<file path="src/rtl/vga_timing_stream_if.sv">
// rtl/vga_timing_stream_if.sv - pixel stream handshake between frame-buffer reader and timing generator
interface vga_timing_stream_if #(
   parameter int CW = 8
);
   logic [3*CW-1:0] pix_data;
   logic            pix_valid;
   logic            pix_ready;

   modport master (output pix_data, output pix_valid, input pix_ready);
   modport slave  (input pix_data, input pix_valid, output pix_ready);
endinterface

</file>
<file path="src/rtl/vga_timing_stream.sv">
// rtl/vga_timing_stream.sv - parametrised VGA timing generator pulling RGB pixels from a stream
// Optional test patterns are built only when VGA_TEST_PATTERN_EN is defined.
module vga_timing_stream #(
   parameter int HDISP  = 640,
   parameter int HFP    = 16,
   parameter int HPULSE = 96,
   parameter int HBP    = 48,
   parameter int VDISP  = 480,
   parameter int VFP    = 11,
   parameter int VPULSE = 2,
   parameter int VBP    = 31,
   parameter int HS_POL = 0,
   parameter int VS_POL = 0,
   parameter int CW     = 8,
   localparam int HTOT  = HDISP + HFP + HPULSE + HBP,
   localparam int VTOT  = VDISP + VFP + VPULSE + VBP,
   localparam int XW    = $clog2(HTOT),
   localparam int YW    = $clog2(VTOT)
) (
   input  logic                    clk,
   input  logic                    rst,
   input  logic                    i_enable,
   vga_timing_stream_if.slave      pix_s,
   input  logic                    i_underflow_clr,
   input  logic [1:0]              i_pattern_sel,
   output logic [XW-1:0]           o_x,
   output logic [YW-1:0]           o_y,
   output logic                    o_frame_start,
   output logic                    o_line_start,
   output logic                    o_vga_hs,
   output logic                    o_vga_vs,
   output logic                    o_vga_blank_n,
   output logic [CW-1:0]           o_vga_r,
   output logic [CW-1:0]           o_vga_g,
   output logic [CW-1:0]           o_vga_b,
   output logic                    o_underflow
);
   typedef enum logic [1:0] {S_IDLE, S_RUN, S_DRAIN} state_t;

   localparam logic HS_ACT = (HS_POL != 0);
   localparam logic VS_ACT = (VS_POL != 0);

   state_t             r_state;
   logic [XW-1:0]      r_h;
   logic [YW-1:0]      r_v;
   logic               r_hs;
   logic               r_vs;
   logic               r_blank_n;
   logic [3*CW-1:0]    r_rgb;
   logic               r_underflow;
   logic               r_frame_start;
   logic               r_line_start;

   logic               w_h_last;
   logic               w_v_last;
   logic               w_frame_end;
   logic               w_active;
   logic               w_hs_zone;
   logic               w_vs_zone;
   logic               w_ready;
   logic               w_xfer;
   logic               w_pat_on;
   logic [3*CW-1:0]    w_pat_rgb;

   assign w_h_last    = (r_h == XW'(HTOT - 1));
   assign w_v_last    = (r_v == YW'(VTOT - 1));
   assign w_frame_end = w_h_last && w_v_last;
   assign w_active    = (r_h < XW'(HDISP)) && (r_v < YW'(VDISP)) && (r_state != S_IDLE);
   assign w_hs_zone   = (r_h >= XW'(HDISP + HFP)) && (r_h < XW'(HDISP + HFP + HPULSE));
   assign w_vs_zone   = (r_v >= YW'(VDISP + VFP)) && (r_v < YW'(VDISP + VFP + VPULSE));

`ifdef VGA_TEST_PATTERN_EN
   logic [CW+XW+3:0]   w_hx;
   logic [CW+YW+3:0]   w_vx;

   // Zero-extended copies so narrow counters can still feed 4-bit grid and CW-bit ramps.
   assign w_hx     = {{(CW+4){1'b0}}, r_h};
   assign w_vx     = {{(CW+4){1'b0}}, r_v};
   assign w_pat_on = (i_pattern_sel != 2'd0);

   always_comb begin
      w_pat_rgb = '0;
      case (i_pattern_sel)
         2'd1: if ((w_hx[3:0] == 4'd0) || (w_vx[3:0] == 4'd0)) w_pat_rgb = '1;
         2'd2: w_pat_rgb = {w_hx[CW-1:0], w_vx[CW-1:0], {CW{1'b0}}};
         2'd3: w_pat_rgb = '1;
         default: w_pat_rgb = '0;
      endcase
   end
`else
   logic w_unused_pattern_sel;

   assign w_unused_pattern_sel = ^i_pattern_sel;
   assign w_pat_on             = 1'b0;
   assign w_pat_rgb            = '0;
`endif

   assign w_ready         = w_active && !w_pat_on;
   assign w_xfer          = w_ready && pix_s.pix_valid;
   assign pix_s.pix_ready = w_ready;

   always_ff @(posedge clk or posedge rst) begin
      if (rst) begin
         r_state       <= S_IDLE;
         r_h           <= '0;
         r_v           <= '0;
         r_hs          <= ~HS_ACT;
         r_vs          <= ~VS_ACT;
         r_blank_n     <= 1'b0;
         r_rgb         <= '0;
         r_underflow   <= 1'b0;
         r_frame_start <= 1'b0;
         r_line_start  <= 1'b0;
      end else begin
         case (r_state)
            S_IDLE: begin
               r_h <= '0;
               r_v <= '0;
               if (i_enable) r_state <= S_RUN;
            end
            default: begin
               // A drop of enable only stops the timing once the frame has fully drained.
               if (w_frame_end && !i_enable) begin
                  r_state <= S_IDLE;
                  r_h     <= '0;
                  r_v     <= '0;
               end else begin
                  r_state <= i_enable ? S_RUN : S_DRAIN;
                  if (w_h_last) begin
                     r_h <= '0;
                     r_v <= w_v_last ? '0 : r_v + YW'(1);
                  end else begin
                     r_h <= r_h + XW'(1);
                  end
               end
            end
         endcase

         r_hs          <= ((r_state != S_IDLE) && w_hs_zone) ? HS_ACT : ~HS_ACT;
         r_vs          <= ((r_state != S_IDLE) && w_vs_zone) ? VS_ACT : ~VS_ACT;
         r_blank_n     <= w_active;
         r_frame_start <= (r_state == S_RUN) && (r_h == '0) && (r_v == '0);
         r_line_start  <= (r_state != S_IDLE) && (r_h == '0) && (r_v < YW'(VDISP));

         if (w_pat_on)
            r_rgb <= w_active ? w_pat_rgb : '0;
         else
            r_rgb <= w_xfer ? pix_s.pix_data : '0;

         // Set has priority over a clear arriving in the same cycle.
         if (!w_pat_on) begin
            if (w_active && !pix_s.pix_valid)
               r_underflow <= 1'b1;
            else if (i_underflow_clr)
               r_underflow <= 1'b0;
         end
      end
   end

   assign o_x           = r_h;
   assign o_y           = r_v;
   assign o_frame_start = r_frame_start;
   assign o_line_start  = r_line_start;
   assign o_vga_hs      = r_hs;
   assign o_vga_vs      = r_vs;
   assign o_vga_blank_n = r_blank_n;
   assign o_vga_r       = r_rgb[3*CW-1:2*CW];
   assign o_vga_g       = r_rgb[2*CW-1:CW];
   assign o_vga_b       = r_rgb[CW-1:0];
   assign o_underflow   = r_underflow;
endmodule

</file>
<file path="src/flat_wrapper.sv">
// flat-port wrapper written by rule: the top's interface ports become plain ports
module vga_timing_stream_flat 
#(
   parameter int HDISP  = 640,
   parameter int HFP    = 16,
   parameter int HPULSE = 96,
   parameter int HBP    = 48,
   parameter int VDISP  = 480,
   parameter int VFP    = 11,
   parameter int VPULSE = 2,
   parameter int VBP    = 31,
   parameter int HS_POL = 0,
   parameter int VS_POL = 0,
   parameter int CW     = 8,
   localparam int HTOT  = HDISP + HFP + HPULSE + HBP,
   localparam int VTOT  = VDISP + VFP + VPULSE + VBP,
   localparam int XW    = $clog2(HTOT),
   localparam int YW    = $clog2(VTOT)
)
  (clk, rst, i_enable, i_underflow_clr, i_pattern_sel, o_x, o_y, o_frame_start, o_line_start, o_vga_hs, o_vga_vs, o_vga_blank_n, o_vga_r, o_vga_g, o_vga_b, o_underflow, pix_s_pix_data, pix_s_pix_valid, pix_s_pix_ready);
  vga_timing_stream_if #(.CW(CW)) pix_s_i ();
  input  logic clk;
  input  logic rst;
  input  logic i_enable;
  input  logic i_underflow_clr;
  input  logic [1:0] i_pattern_sel;
  output logic [XW-1:0] o_x;
  output logic [YW-1:0] o_y;
  output logic o_frame_start;
  output logic o_line_start;
  output logic o_vga_hs;
  output logic o_vga_vs;
  output logic o_vga_blank_n;
  output logic [CW-1:0] o_vga_r;
  output logic [CW-1:0] o_vga_g;
  output logic [CW-1:0] o_vga_b;
  output logic o_underflow;
  input wire logic [$bits(pix_s_i.pix_data)-1:0] pix_s_pix_data;
  input wire logic [$bits(pix_s_i.pix_valid)-1:0] pix_s_pix_valid;
  output wire logic [$bits(pix_s_i.pix_ready)-1:0] pix_s_pix_ready;
  assign pix_s_i.pix_data = pix_s_pix_data;
  assign pix_s_i.pix_valid = pix_s_pix_valid;
  assign pix_s_pix_ready = pix_s_i.pix_ready;
  vga_timing_stream #(.HDISP(HDISP), .HFP(HFP), .HPULSE(HPULSE), .HBP(HBP), .VDISP(VDISP), .VFP(VFP), .VPULSE(VPULSE), .VBP(VBP), .HS_POL(HS_POL), .VS_POL(VS_POL), .CW(CW)) u_core (.clk(clk), .rst(rst), .i_enable(i_enable), .pix_s(pix_s_i), .i_underflow_clr(i_underflow_clr), .i_pattern_sel(i_pattern_sel), .o_x(o_x), .o_y(o_y), .o_frame_start(o_frame_start), .o_line_start(o_line_start), .o_vga_hs(o_vga_hs), .o_vga_vs(o_vga_vs), .o_vga_blank_n(o_vga_blank_n), .o_vga_r(o_vga_r), .o_vga_g(o_vga_g), .o_vga_b(o_vga_b), .o_underflow(o_underflow));
endmodule
</file>
<file path="config.mk">
export PLATFORM = sky130hd
export DESIGN_NAME = vga_timing_stream_flat
export DESIGN_NICKNAME = d
export VERILOG_FILES = /design/src/rtl/vga_timing_stream_if.sv /design/src/rtl/vga_timing_stream.sv /design/src/flat_wrapper.sv
export SDC_FILE = /design/constraint.sdc
export NUM_CORES = 1
export LEC_CHECK = 0
export BUFFER_PORTS_ARGS = -buffer_cell sky130_fd_sc_hd__clkbuf_2
export CAP_MARGIN = 20
export CORE_ASPECT_RATIO = 0.5
export CORE_UTILIZATION = 30
export CTS_CLUSTER_SIZE = 16
export DETAILED_ROUTE_END_ITERATION = 7
export SLEW_MARGIN = 20
export SYNTH_ARGS = -nofsm -noshare
export SYNTH_HDL_FRONTEND = slang
export SYNTH_SLANG_ARGS = --single-unit
</file>
<file path="constraint.sdc">
create_clock -name clk -period 4.1 [get_ports clk]
set_input_delay 0.615 -clock clk [delete_from_list [all_inputs] [get_ports clk]]
set_output_delay 0.615 -clock clk [all_outputs]
set_load 0.05 [all_outputs]
</file>
### Word-level counts from Yosys, hierarchy flattened

Cells that the tools add are included.

| cells by class | value |
|---|---|
| add/subtract/negate cells | 2 |
| $lt $le $gt $ge | 6 |
| equality and inequality tests | 4 |
| muxes and demuxes | 16 |
| reduce and logical (&&, ||, !) cells | 22 |

Operators by type and width:

| kind | count |
|---|---|
| 10-bit two-way mux | 7 |
| 24-bit two-way mux | 1 |
| 10-bit by 1-bit adder with 10-bit output (second input constant) | 2 |
| 10-bit == test (second input constant) | 2 |
| 10-bit zero test | 2 |
| 10-bit less-than comparator (second input constant) | 2 |
| 10-bit by 9-bit less-than comparator with 1-bit output (second input constant) | 2 |
| 1-bit logical AND | 14 |
| 10-bit greater-or-equal comparator (second input constant) | 1 |
| 10-bit by 9-bit greater-or-equal comparator with 1-bit output (second input constant) | 1 |
| 2-bit two-way mux | 4 |
| 1-bit two-way mux | 4 |
| 2-bit nonzero test | 2 |
| 3-bit nonzero test | 1 |
| 2-bit by 1-bit == test with 1-bit output (second input constant) | 1 |
| 1-bit zero test | 2 |
| 2-bit zero test | 1 |
| 2-bit != test (second input constant) | 1 |

| storage, ports and cells | value |
|---|---|
| register bits | 52 |

### Depth between registers and ports, before layout

| depth | value |
|---|---|
| word-level depth | 5 |
| gate-level depth with buffers | 6 |
| mapped depth without buffers | 5 |

### Worst setup path after synthesis

No wires, ideal clock.

| path | value |
|---|---|
| path kind | reg2out |
| from | register u_core.r_v[7] (netlist: u_core.o_y[7]) |
| to | output port pix_s_pix_ready |
| arrival | 1.931 ns |
| data required time | 3.485 ns |
| path slack | 1.554 ns |
| stages on the path, launching flop included | 4 |
| buffers on the path | 1 |
| cells stage by stage | dfrtp_1 -> and4_1 -> nor4b_2 -> clkbuf_1 |

| on the way | value |
|---|---|
| longest elaborated chain between the ends | 3 |

Ends and longest elaborated chain:

| item | RTL line | source |
|---|---|---|
| start, declared | vga_timing_stream.sv:45 | `logic [YW-1:0] r_v;` |
| start signal, assigned | vga_timing_stream.sv:131 | `r_v <= w_v_last ? '0 : r_v + YW'(1);` |
| 10-bit by 9-bit less-than comparator with 1-bit output | vga_timing_stream.sv:68 | `assign w_active = (r_h < XW'(HDISP)) && (r_v < YW'(VDISP)) && (r_state != S_IDLE);` |
| 1-bit logical AND (2 in a row) | vga_timing_stream.sv:68 |  |
| end, declared | flat_wrapper.sv:40 | `output wire logic [$bits(pix_s_i.pix_ready)-1:0] pix_s_pix_ready;` |

Every way passes these cells.

### Worst setup path after layout

Ends and elaborated chain as after synthesis.

==> key figures <==
Critical path
  – R2r setup slk: roughly 2.0 ns
  – Crit path from: u_core.o_y[7]
  – Worst R2R Start: u_core.o_x[0]
  – Critical-path top delay cell: dfrtp_1
  – Setup crit start kind: flop
  – Worst setup path class: flop to primary output
  – CP Data Required Time: 3.48 ns
  – Max FO, Critical Path: 27
  – R2R depth: 5
  – Worst R2R End: u_core.o_y[7]
  – Worst EP arrival: about 1.9 ns
  – CP max stage delay: ~0.44 ns
  – CP Cell Sequence: and4_1 > nor4b_4 > buf_4 > clkbuf_2
  – Worst setup EP type: primary output

Power and ir drop
  – Overall power: approximately 1.3 mW
  – IR drop worst, VDD: 0.1807 mV
  – P_leak: 1.519 nW
  – PwrDens: 442.1 nW/um2

GRT
  – Grt total ovfl: 0
  – GRT Total Usage: between 10 and 15%
  – M2 GR Usage: between 20 and 25%
  – Met3 Resource Use GR: under 10%
  – Busiest grt layer: met2
  – Vias in the first global route: between 1500 and 2000
  – Initial antenna violation count: 0
  – Largest net degree at the start of global routing: 53
  – Grt met1 use: between 10% and 20%
  – First-pass GRT wire length: between 8000 and 9000 um

STA
  – Period minus WS final: roughly 2.5 ns
  – Slew @ Worst Pin: roughly 0.90 ns
  – Unrepaired setup endpoints after global routing: no
  – TNS Setup: 0 ns
  – Final Cycle Share: about three fifths
  – # setup viols final: 0
  – Max-slew violation count: 0
  – Final Skew: ~0.0068 ns
  – Fmax: about 400 MHz
  – Final hold violation count: 0
  – Relative slew slack: between 40 and 50%

Placed design
  – GP Congestion: about 0.84
  – DP Wirelength: approximately 3700 um
  – Port bufs: 79

Synthesis
  – Syn avg cell area: about 11 um2
  – Post-synthesis sequential area ratio: 58.57%
  – Distinct cell type count after synthesis: 38
  – Synth Net Count: 236
  – Cells after Synth: 200
  – Cell area after synthesis: 2226 um2
  – #FFs+latches synth: 52
  – Number of synthesis warnings: 0

Min path
  – Hold Crit Start: i_enable
  – Worst Hold End: u_core.r_state[0]
  – Hold crit path type: input pin to flop
  – Hold path depth: 1

Flow run
  – Maxcap violations: 0

Outcome
  – Outcome: finished, final reports clean

Drt
  – Routed Antenna Nets: 0
  – First drt pass iteration count: 4
  – # DRC: 0
  – Drt total wl: slightly above 5000 um
  – Routed vias/inst: between 4 and 5
  – Via count: 1840
  – Wire length per cell: approximately 14 um
  – Drt initial violations: 106

Layout
  – Share of cells above drive strength 1: a little over a third
  – Nets@finish: about 310
  – Commonest non-fill, non-tap cells in the layout: clkbuf_2, dfrtp_1, and3_1, nor2_1, nand3_1
  – # diodes: 0
  – Post-layout util: between 40% and 50%
  – Commonest non-fill, non-tap cell in the layout: clkbuf_2
  – Synth-to-layout area growth: 29.79%
  – # fillers: between 600 and 700

Floorplan
  – Core Area: 6910 um2
  – Initial Util: between 30% and 40%
  – Die X: approximately 120 um
  – Die area: 7789 um2
  – Cell row count: 21
  – IO Count: 82
  – Die Ht: approximately 63 um

Clock network
  – Post-CTS setup buffers: 0
  – Cts hold-fix bufs: 0
  – Clk pin slew, worst setup/hold paths: approximately 0.070 ns
  – CTS tree: yes
  – Post-cts resize count: 0
  – Clock tree buffer depth: 2
  – CTS buffer count: 5
  – H-tree Lvls: 2
  – Root buffer cell: clkbuf_16
  – CTS sink count: 52
  – Clk_lat worst skew: approximately 0.29 ns
stage by stage:
stage / setup WS (ns) / instance area, um2 / hold slack (ns) / instances
after CTS: 1.598 / 2888 / 0.4563 / 371
final: 1.572 / 2889 / 0.4601 / 371
after floorplan: 1.554 / 2226 / 0.5019 / 200
after global routing: 1.523 / 2889 / 0.4601 / 371
after global placement: 1.941 / 2710 / 0.5264 / 363
after detailed placement: 1.926 / 2710 / 0.5385 / 363
report_power, final:
| part | total (mW) | internal [mW] | switching [mW] | leakage (nW) |
|---|---|---|---|---|
| sequential | 0.567 | 0.542 | 0.0248 | 0.688 |
| combinational | 0.222 | 0.0553 | 0.167 | 0.744 |
| clock | 0.488 | 0.306 | 0.182 | 0.0871 |
| total | 1.28 | 0.903 | 0.374 | 1.52 |
worst max-delay path, delay by kind of cell (launching register included):
family,cells,cell delay [ns]
AND/OR/NAND/NOR,2,0.57
flip-flops,1,0.44
buffers and inverters,2,0.62
registers in the layout, summed over array words and instances (netlist names):
| signal | cells |
|---|---|
| u_core.r_state | 2 |
| u_core.o_underflow | 1 |
| u_core.o_frame_start | 1 |
| u_core.r_rgb | 24 |
| u_core.o_vga_blank_n | 1 |
| u_core.o_x | 10 |
| u_core.o_y | 10 |
| u_core.o_line_start | 1 |
| u_core.o_vga_hs | 1 |
| u_core.o_vga_vs | 1 |
cell usage after synthesis:
cell type	n	area (um2)
dfrtp_1	50	1251
and3_1	29	181.4
nor2_1	16	60.06
nand3_1	13	65.06
inv_1	8	30.03
clkbuf_1	7	26.28
nand2_1	7	26.28
o21ai_0	6	30.03
ha_1	5	62.56
xnor2_1	5	43.79
a21oi_1	4	20.02
nor4_1	4	25.02
xor2_1	4	35.03
a31oi_1	3	18.77
nand4_1	3	18.77
nand4b_1	3	26.28
nor3_1	3	15.01
o211ai_1	3	22.52
or3_1	3	18.77
and4_1	2	17.52
dfstp_2	2	52.55
mux2i_1	2	20.02
nand2b_1	2	12.51
or3_2	2	15.01
a21oi_2	1	8.760
a311oi_1	1	8.760
buf_2	1	5.000
buf_6	1	11.26
nor3b_1	1	7.510
nor4b_2	1	15.01
o21ai_4	1	16.27
o22ai_1	1	6.260
o31a_1	1	8.760
o31ai_1	1	7.510
or2_2	1	6.260
or2_4	1	8.760
or4_4	1	11.26
or4b_2	1	10.01
worst max-delay path by stage:
| stage | end | slack, ns | depth (start not counted) |
|---|---|---|---|
| 5_1_grt | pix_s_pix_ready | 1.52 | 4 |
| 2_1_floorplan | pix_s_pix_ready | 1.55 | 3 |
| 3_3_place_gp | pix_s_pix_ready | 1.94 | 4 |
| 3_5_place_dp | pix_s_pix_ready | 1.93 | 4 |
| 4_1_cts | pix_s_pix_ready | 1.60 | 4 |
| 6_report | pix_s_pix_ready | 1.57 | 4 |
routing by layer:
layer	vias to the layer above	routed length [um]	part of all wire, %
met1	926	2373	46
met3	7	199	3.8
li1	867	-	-
met5	-	0	0
met2	40	2557	49
met4	0	55	1.1
logic make-up (layout without fill, tap and decap cells):
| logic type | Yosys count | after routing | synth area share, % |
|---|---|---|---|
| AOI/OAI and AO/OA | 22 | 22 | 6.634 |
| xor gates and xnor gates | 9 | 9 | 3.541 |
| DFF | 52 | 52 | 58.57 |
| buffers and inverters | 17 | 96 | 3.260 |
| and+or+nand+nor | 93 | 93 | 24.28 |
| muxes | 2 | 2 | 0.8994 |
| adders and majority gates | 5 | 5 | 2.811 |
layout make-up:
cell class,instances,area (um2),area share (%)
Clock buffer,6,138.9,4.807
Clock inverter,2,38.79,1.343
Inverter,8,31.28,1.083
Multi-Input combinational cell,131,858.3,29.71
Sequential cell,52,1304,45.13
Tap cell,92,115.1,3.984
Timing Repair Buffer,80,402.9,13.95
Power figures use the tool's default switching activity.
